**src/rtl/mnist_pkg.sv**
```systemverilog
// Shared types for the MNIST inference pipeline: score format, class index type and argmax FSM states.
package mnist_pkg;

  localparam int FEATURE_BITS        = 16;
  localparam int NUM_CLASSES_DEFAULT = 10;

  typedef logic signed [FEATURE_BITS-1:0] feature_type;
  typedef logic [3:0]                     class_type;

  localparam feature_type FEATURE_MIN = {1'b1, {(FEATURE_BITS-1){1'b0}}};

  typedef enum logic {
    COLLECT,
    OUTPUT
  } argmax_state_e;

endpackage

```
**src/rtl/prediction_argmax_running_max.sv**
```systemverilog
// Running maximum over a stream of signed scores; ties keep the earlier index.
// With ARGMAX_MARGIN_EN defined it also tracks the runner-up score.
module running_max
  import mnist_pkg::*;
#(
  parameter int CLASS_BITS = 4
) (
  input  logic                  clock,
  input  logic                  reset,
  input  logic                  load,
  input  logic                  first,
  input  feature_type           value,
  input  logic [CLASS_BITS-1:0] index,
`ifdef ARGMAX_MARGIN_EN
  output feature_type           second_best,
`endif
  output feature_type           best,
  output logic [CLASS_BITS-1:0] best_idx
);

  logic take_new;
  assign take_new = first || (value > best);

  always_ff @(posedge clock or posedge reset) begin
    if (reset) begin
      best     <= '0;
      best_idx <= '0;
    end else if (load && take_new) begin
      best     <= value;
      best_idx <= first ? '0 : index;
    end
  end

`ifdef ARGMAX_MARGIN_EN
  // A tie with best lands in second_best so the margin reads zero.
  always_ff @(posedge clock or posedge reset) begin
    if (reset) begin
      second_best <= '0;
    end else if (load) begin
      if (first) begin
        second_best <= FEATURE_MIN;
      end else if (value > best) begin
        second_best <= best;
      end else if ((value > second_best) || (value == best)) begin
        second_best <= value;
      end
    end
  end
`endif

endmodule

```
**src/rtl/prediction_argmax.sv**
```systemverilog
// Argmax over NUM_CLASSES streamed scores, with a valid/ready result handshake.
// Optional feature macro ARGMAX_MARGIN_EN adds margin_out = best - second_best.
module prediction_argmax
  import mnist_pkg::*;
#(
  parameter int NUM_CLASSES = NUM_CLASSES_DEFAULT,
  parameter int CLASS_BITS  = $clog2(NUM_CLASSES)
) (
  input  logic                         clock,
  input  logic                         reset,
  input  feature_type                  feature_in,
  input  logic                         feature_in_valid,
  output logic                         feature_in_ready,
  output logic [CLASS_BITS-1:0]        class_out,
  output feature_type                  class_score,
  output logic                         class_out_valid,
  input  logic                         class_out_ready,
`ifdef ARGMAX_MARGIN_EN
  output logic signed [FEATURE_BITS:0] margin_out,
`endif
  output logic [15:0]                  images_done
);

  argmax_state_e         state;
  logic [CLASS_BITS-1:0] idx;
  logic                  accept;
  logic                  last_beat;

  assign accept    = feature_in_valid && feature_in_ready;
  assign last_beat = (idx == CLASS_BITS'(NUM_CLASSES - 1));

  // Ready/valid are registered alongside the state so reset holds both low.
  always_ff @(posedge clock or posedge reset) begin
    if (reset) begin
      state            <= COLLECT;
      idx              <= '0;
      images_done      <= '0;
      feature_in_ready <= 1'b0;
      class_out_valid  <= 1'b0;
    end else begin
      unique case (state)
        COLLECT: begin
          feature_in_ready <= 1'b1;
          if (accept) begin
            if (last_beat) begin
              idx              <= '0;
              state            <= OUTPUT;
              feature_in_ready <= 1'b0;
              class_out_valid  <= 1'b1;
            end else begin
              idx <= idx + CLASS_BITS'(1);
            end
          end
        end
        OUTPUT: begin
          if (class_out_ready) begin
            state            <= COLLECT;
            class_out_valid  <= 1'b0;
            feature_in_ready <= 1'b1;
            images_done      <= images_done + 16'd1;
          end
        end
      endcase
    end
  end

`ifdef ARGMAX_MARGIN_EN
  feature_type second_best;
`endif

  running_max #(
    .CLASS_BITS (CLASS_BITS)
  ) u_running_max (
    .clock       (clock),
    .reset       (reset),
    .load        (accept),
    .first       (idx == '0),
    .value       (feature_in),
    .index       (idx),
`ifdef ARGMAX_MARGIN_EN
    .second_best (second_best),
`endif
    .best        (class_score),
    .best_idx    (class_out)
  );

`ifdef ARGMAX_MARGIN_EN
  assign margin_out = $signed({class_score[FEATURE_BITS-1], class_score})
                    - $signed({second_best[FEATURE_BITS-1], second_best});
`endif

endmodule

```
**config.mk**
```make
export PLATFORM = sky130hd
export DESIGN_NAME = prediction_argmax
export DESIGN_NICKNAME = d
export VERILOG_FILES = /design/src/rtl/mnist_pkg.sv /design/src/rtl/prediction_argmax_running_max.sv /design/src/rtl/prediction_argmax.sv
export SDC_FILE = /design/constraint.sdc
export NUM_CORES = 1
export LEC_CHECK = 0
export CAP_MARGIN = 20
export CORE_ASPECT_RATIO = 1.4
export CORE_UTILIZATION = 49
export DETAILED_ROUTE_END_ITERATION = 8
export PLACE_DENSITY = 0.77
export SLEW_MARGIN = 10
export SYNTH_ARGS = -nofsm -noshare
export SYNTH_HDL_FRONTEND = slang
export SYNTH_SLANG_ARGS = --single-unit
export TNS_END_PERCENT = 50
```
**constraint.sdc**
```tcl
create_clock -name clock -period 2.79 [get_ports clock]
set_input_delay 0.279 -clock clock [delete_from_list [all_inputs] [get_ports clock]]
set_output_delay 0.279 -clock clock [all_outputs]
set_load 0.02 [all_outputs]
```
After elaboration in Yosys (flattened, before gate mapping)
Cells that the tools add are included.
{"block": "op_classes", "eq_ne": 4, "div": 0, "shift": 0, "n_mux": 14, "reduce_logical": 7, "n_addsub": 2, "bitwise_logic": 1, "n_lt_le_gt_ge": 1, "n_mul": 0}
{"op": "$add 16x1->16 const B", "n": 1}
{"op": "$gt 16x16->1", "n": 1}
{"op": "$mux 1", "n": 9}
{"op": "$mux 4", "n": 2}
{"op": "$pmux 1 s2", "n": 3}
{"op": "$add 4x1->4 const B", "n": 1}
{"op": "$eq 4x4->1 const B", "n": 1}
{"op": "$logic_not 4->1", "n": 1}
{"op": "$ne 2x2->1 const B", "n": 2}
{"op": "$reduce_and 2->1", "n": 2}
{"op": "$reduce_and 3->1", "n": 1}
{"op": "$logic_and 1x1->1", "n": 2}
{"op": "$ne 2x1->1 const B", "n": 1}
{"op": "$logic_or 1x1->1", "n": 1}
{"op": "$not 1->1", "n": 1}
{"block": "totals", "latchBits": 0, "word_cells": 36, "memories": 0, "mem_bits_rw": 0, "romBits": 0, "regBits": 43, "output_inout_bits": 38, "in_bits": 20}

Logic depth before layout (Yosys ltp)
{"block": "logic_depth", "word_depth": 4, "ltp_mapped": 8, "ltp_nobuf": 7}

Hierarchy
From an unflattened synthesis, not the netlist that was laid out.
{"block": "unflattened", "cells_unflattened": 203, "area_unflattened_um2": 2331.0}
{"mod": "running_max", "cells_per_inst": 112, "seq_area_each_um2": 500.5, "instances": 1, "area_per_inst_um2": 1286.2}
{"mod": "prediction_argmax", "cells_per_inst": 91, "seq_area_each_um2": 575.6, "instances": 1, "area_per_inst_um2": 1044.8}

Worst setup path after synthesis
OpenSTA, ideal clock, no wires.
{"block": "synth_timing", "path_kind": "reg2reg", "start": "register u_running_max.best[14]", "end": "register u_running_max.best[0]", "setup_slack_ns": 0.445, "required_ns": 2.665, "period_less_slack_ns": 2.345, "setup_time_ns": 0.125, "t_arrival_ns": 2.220, "stages_incl_launch_ff": 9, "n_path_buf": 1, "cell_sequence": "dfrtp_1 -> inv_1 -> ha_1 -> and4_1 -> nand2_1 -> a211o_1 -> a41oi_4 -> buf_12 -> mux2_4"}
{"block": "synth_via", "elab_chain_cells": 3}
{"element": "start: declaration", "line": "prediction_argmax_running_max.sv:17", "text": "output feature_type best,"}
{"element": "start signal: assignment", "line": "prediction_argmax_running_max.sv:29", "text": "best <= value;"}
{"element": "$gt 16x16->1", "line": "prediction_argmax_running_max.sv:22", "text": "assign take_new = first || (value > best);"}
{"element": "$logic_or 1x1->1", "line": "prediction_argmax_running_max.sv:22"}
{"element": "$logic_and 1x1->1", "line": "prediction_argmax_running_max.sv:28", "text": "end else if (load && take_new) begin"}
No other way between the ends.
A chain may end at the register's enable or synchronous reset.

Final worst setup path
{"block": "layout_timing", "start": "input port feature_in[14]", "end": "register u_running_max.best[12]"}
{"block": "layout_via", "elab_chain_cells": 3}
{"element": "start: declaration", "line": "prediction_argmax.sv:11", "text": "input feature_type feature_in,"}
{"element": "$gt 16x16->1", "line": "prediction_argmax_running_max.sv:22"}
{"element": "$logic_or 1x1->1", "line": "prediction_argmax_running_max.sv:22"}
{"element": "$logic_and 1x1->1", "line": "prediction_argmax_running_max.sv:28"}
No other way between the ends.

==> metrics.yaml <==
layout-drive-gt1-share: 0.128
floorplan.initialDensity: 0.507
clock_sinks: 43
hpwlAfterDp_um: 3230
fmax_ghz: 0.441
grt.total_usage: 0.188
syn_inst: 200
synthesis.nets: 237
cellPowerDensity_nw_per_um2: 967
cts_repair_resize_count: 0
cell_with_the_largest_stage_delay_on_the_worst_path: "sky130_fd_sc_hd__clkdlybuf4s50_1"
fin_setup_tns_ns: 0
detail_route.first_pass.iterations: 4
cts-hold-fix-buffers: 0
grt_pass1_wl_um: 7040
syn_avg_cell_area_um2: 11.5
synth.ff_latch_count: 43
die_area_um2: 4970
chip_height_um: 83.0
gp_congestion: 0.798
critical_path.max_stage_delay_ns: 0.43
pin_count_of_the_biggest_net_entering_global_routing: 44
drt.antenna.violating_nets: 0
wl_per_cell_um: 13.0
maxSlewHeadroom: 0.616
totalWireLength_um: 4250
clk_pin_slew_worst_paths_ns: 0.09
minimum_hold_slack_ns: 0.403
core_area_um2: 4540
yosys_warnings: 0
timing_max_transition_violations_final: 0
fin_worst_skew_ns: 0.00977
yosysSeqAreaShare: 0.468
grt_overflow_total: 0
hold_violations: 0
timing.rr.end: "u_running_max.best[12]"
post-route-period-util: 0.813
netlist_area_before_placement_um2: 2300
cap_violations: 0
setup_viol: 0
clock_tree_from_tritoncts: "yes"
first_global_vias: 1629
layout.cells.most_common: "sky130_fd_sc_hd__clkdlybuf4s50_1"
ys_types: 37
power_leakage_nw: 1.42
crit_arrival_ns: 2.46
place_inst: 320
layoutNonFillerInstCount: 328
critPathRequiredTime_ns: 2.98
clk_tree_root_cell: "sky130_fd_sc_hd__clkbuf_8"
design.final.nets: 302
cts_setup_buffers: 0
n_fill_cell: 364
hp-class: "input port to asynchronous set/reset pin"
cts.htree.levels: 2
worstPathCellList: "clkdlybuf4s50_1, ha_1, and4_1, nand2_1, a211o_1, a41oi_4, buf_12, mux2_2"
clock_tree.buffer_depth: 2
crit-reg2reg-launch: "u_running_max.best[14]"
final.min_clock_period_ns: 2.27
postPlaceCellArea_um2: 2950
rsz0062_at_grt: "false"
area.sequential_um2: 1080
clk_latency_ns: 0.30
dieWidth_um: 59.9
critPathCaptureType: "flop"
drt-vias-per-instance: 5.10
multi_input_comb_area_um2: 1110
drt-initial-drc-count: 59
cell_row_count: 29
num_io_pins: 58
numPortBuffers: 57
timing_worst_slew_pin_value_ns: 0.574
stdcell_area_um2: 3040
drc: 0
path_class: "input port to flop"
power.ir.vdd_worst_mv: 0.475
antenna_violations_before_repair: 0
worst-r2r-setup-slack_ns: 0.53
layout_area_overhead_pct: 32.2
worstPathMaxFanout: 16
critPathLaunchType: "input port"
antenna_cells_inserted: 0
layout.cells.most_common_list: "57 x sky130_fd_sc_hd__clkdlybuf4s50_1, 43 x sky130_fd_sc_hd__dfrtp_1, 24 x sky130_fd_sc_hd__inv_1, 18 x sky130_fd_sc_hd__nand2_1, 17 x sky130_fd_sc_hd__ha_1"
reg2reg_depth: 8
cts_made_buffers: 5
outcome: "completed"
route.vias.total: 1673
where the power goes:
group | switching [mW] | total, mW | internal [mW] | leakage (nW)
logic | 0.715 | 1.52 | 0.806 | 0.848
registers | 0.190 | 1.03 | 0.840 | 0.528
clock network | 0.215 | 0.390 | 0.175 | 0.0412
worst max-delay path by stage:
| stage | startpoint | end | slack, ns | cells after the start |
|---|---|---|---|---|
| final | feature_in[14] | u_running_max.best[12] | 0.52 | 8 |
| after global routing | u_running_max.best[14] | u_running_max.best_idx[3] | 0.35 | 7 |
| after CTS | u_running_max.best[14] | u_running_max.best[13] | 0.51 | 8 |
| after detailed placement | feature_in[14] | u_running_max.best[13] | 0.19 | 8 |
| after global placement | feature_in[14] | u_running_max.best[10] | 0.25 | 8 |
| after floorplan | u_running_max.best[14] | u_running_max.best[0] | 0.45 | 8 |
worst max-delay path, delay by kind of cell:
family                   cells  cell delay, ns
buffers and inverters        2            0.63
AO/OA/AOI/OAI                2            0.56
adder cells (fa/ha/maj)      1            0.36
multiplexers                 1            0.34
AND/OR/NAND/NOR              2            0.29
synth_stat cells, drive strengths merged:
master	number	area (µm²)
mux2	17	229
a211o	1	8.76
and4	3	26.3
nand4	6	43.8
o211ai	1	7.51
nor2	10	37.5
a41oi	1	27.5
inv	25	93.8
a31oi	1	6.26
a21oi	7	35.0
or3	3	28.8
a21o	2	15.0
ha	17	213
nor4	2	18.8
a22oi	1	7.51
nand2b	1	6.26
buf	1	20.0
dfrtp	43	1080
nand4bb	1	11.3
o21ai	4	20.0
and3	1	6.26
mux2i	4	40.0
nand3	5	30.0
xnor2	8	70.1
nor2b	1	6.26
xor2	9	78.8
o21a	1	7.51
nand2	18	67.6
nor3	4	25.0
a21boi	1	7.51
a2111oi	1	27.5
registers in the layout, summed over array words and instances, names as in the netlist:
name and cells:
images_done 16, u_running_max.best 16, idx 4, u_running_max.best_idx 4, class_out_valid 1, feature_in_ready 1
state 1
layout make-up:
type                    instances  share of cell area
inverters                      25              0.0309
well taps                      62              0.0255
flip-flops and latches         43               0.354
repair buffers                 59               0.197
multi-input cells             131               0.365
clock buffers                   6              0.0239
clock inverters                 2             0.00412
logic make-up (layout without fill, tap and decap cells):
| family | Yosys count | in the layout | share of synthesized area |
|---|---|---|---|
| compound gates | 21 | 21 | 0.0740 |
| xor+xnor | 17 | 17 | 0.0648 |
| buf+inv | 26 | 92 | 0.0495 |
| mux | 21 | 21 | 0.117 |
| flops | 43 | 43 | 0.468 |
| simple gates | 55 | 55 | 0.134 |
| fa+ha+maj | 17 | 17 | 0.0925 |
per-layer routing:
| layer | part of all wire | routed length [µm] | global-route usage |
|---|---|---|---|
| met5 | 0 | 0 | 0 |
| met4 | 0.016 | 66 | 0.0888 |
| met3 | 0.049 | 209 | 0.0405 |
| met2 | 0.52 | 2200 | 0.312 |
| met1 | 0.42 | 1780 | 0.225 |
through the flow:
step                power, mW  worst slack (ns)  utilization
finish                   2.94             0.522        0.670
floorplan                2.01             0.445            -
CTS                      2.97             0.505        0.670
global route             3.16             0.354        0.670
detailed placement       2.58             0.193        0.651
global placement         2.54             0.246        0.651
Power figures use the tool's default switching activity.
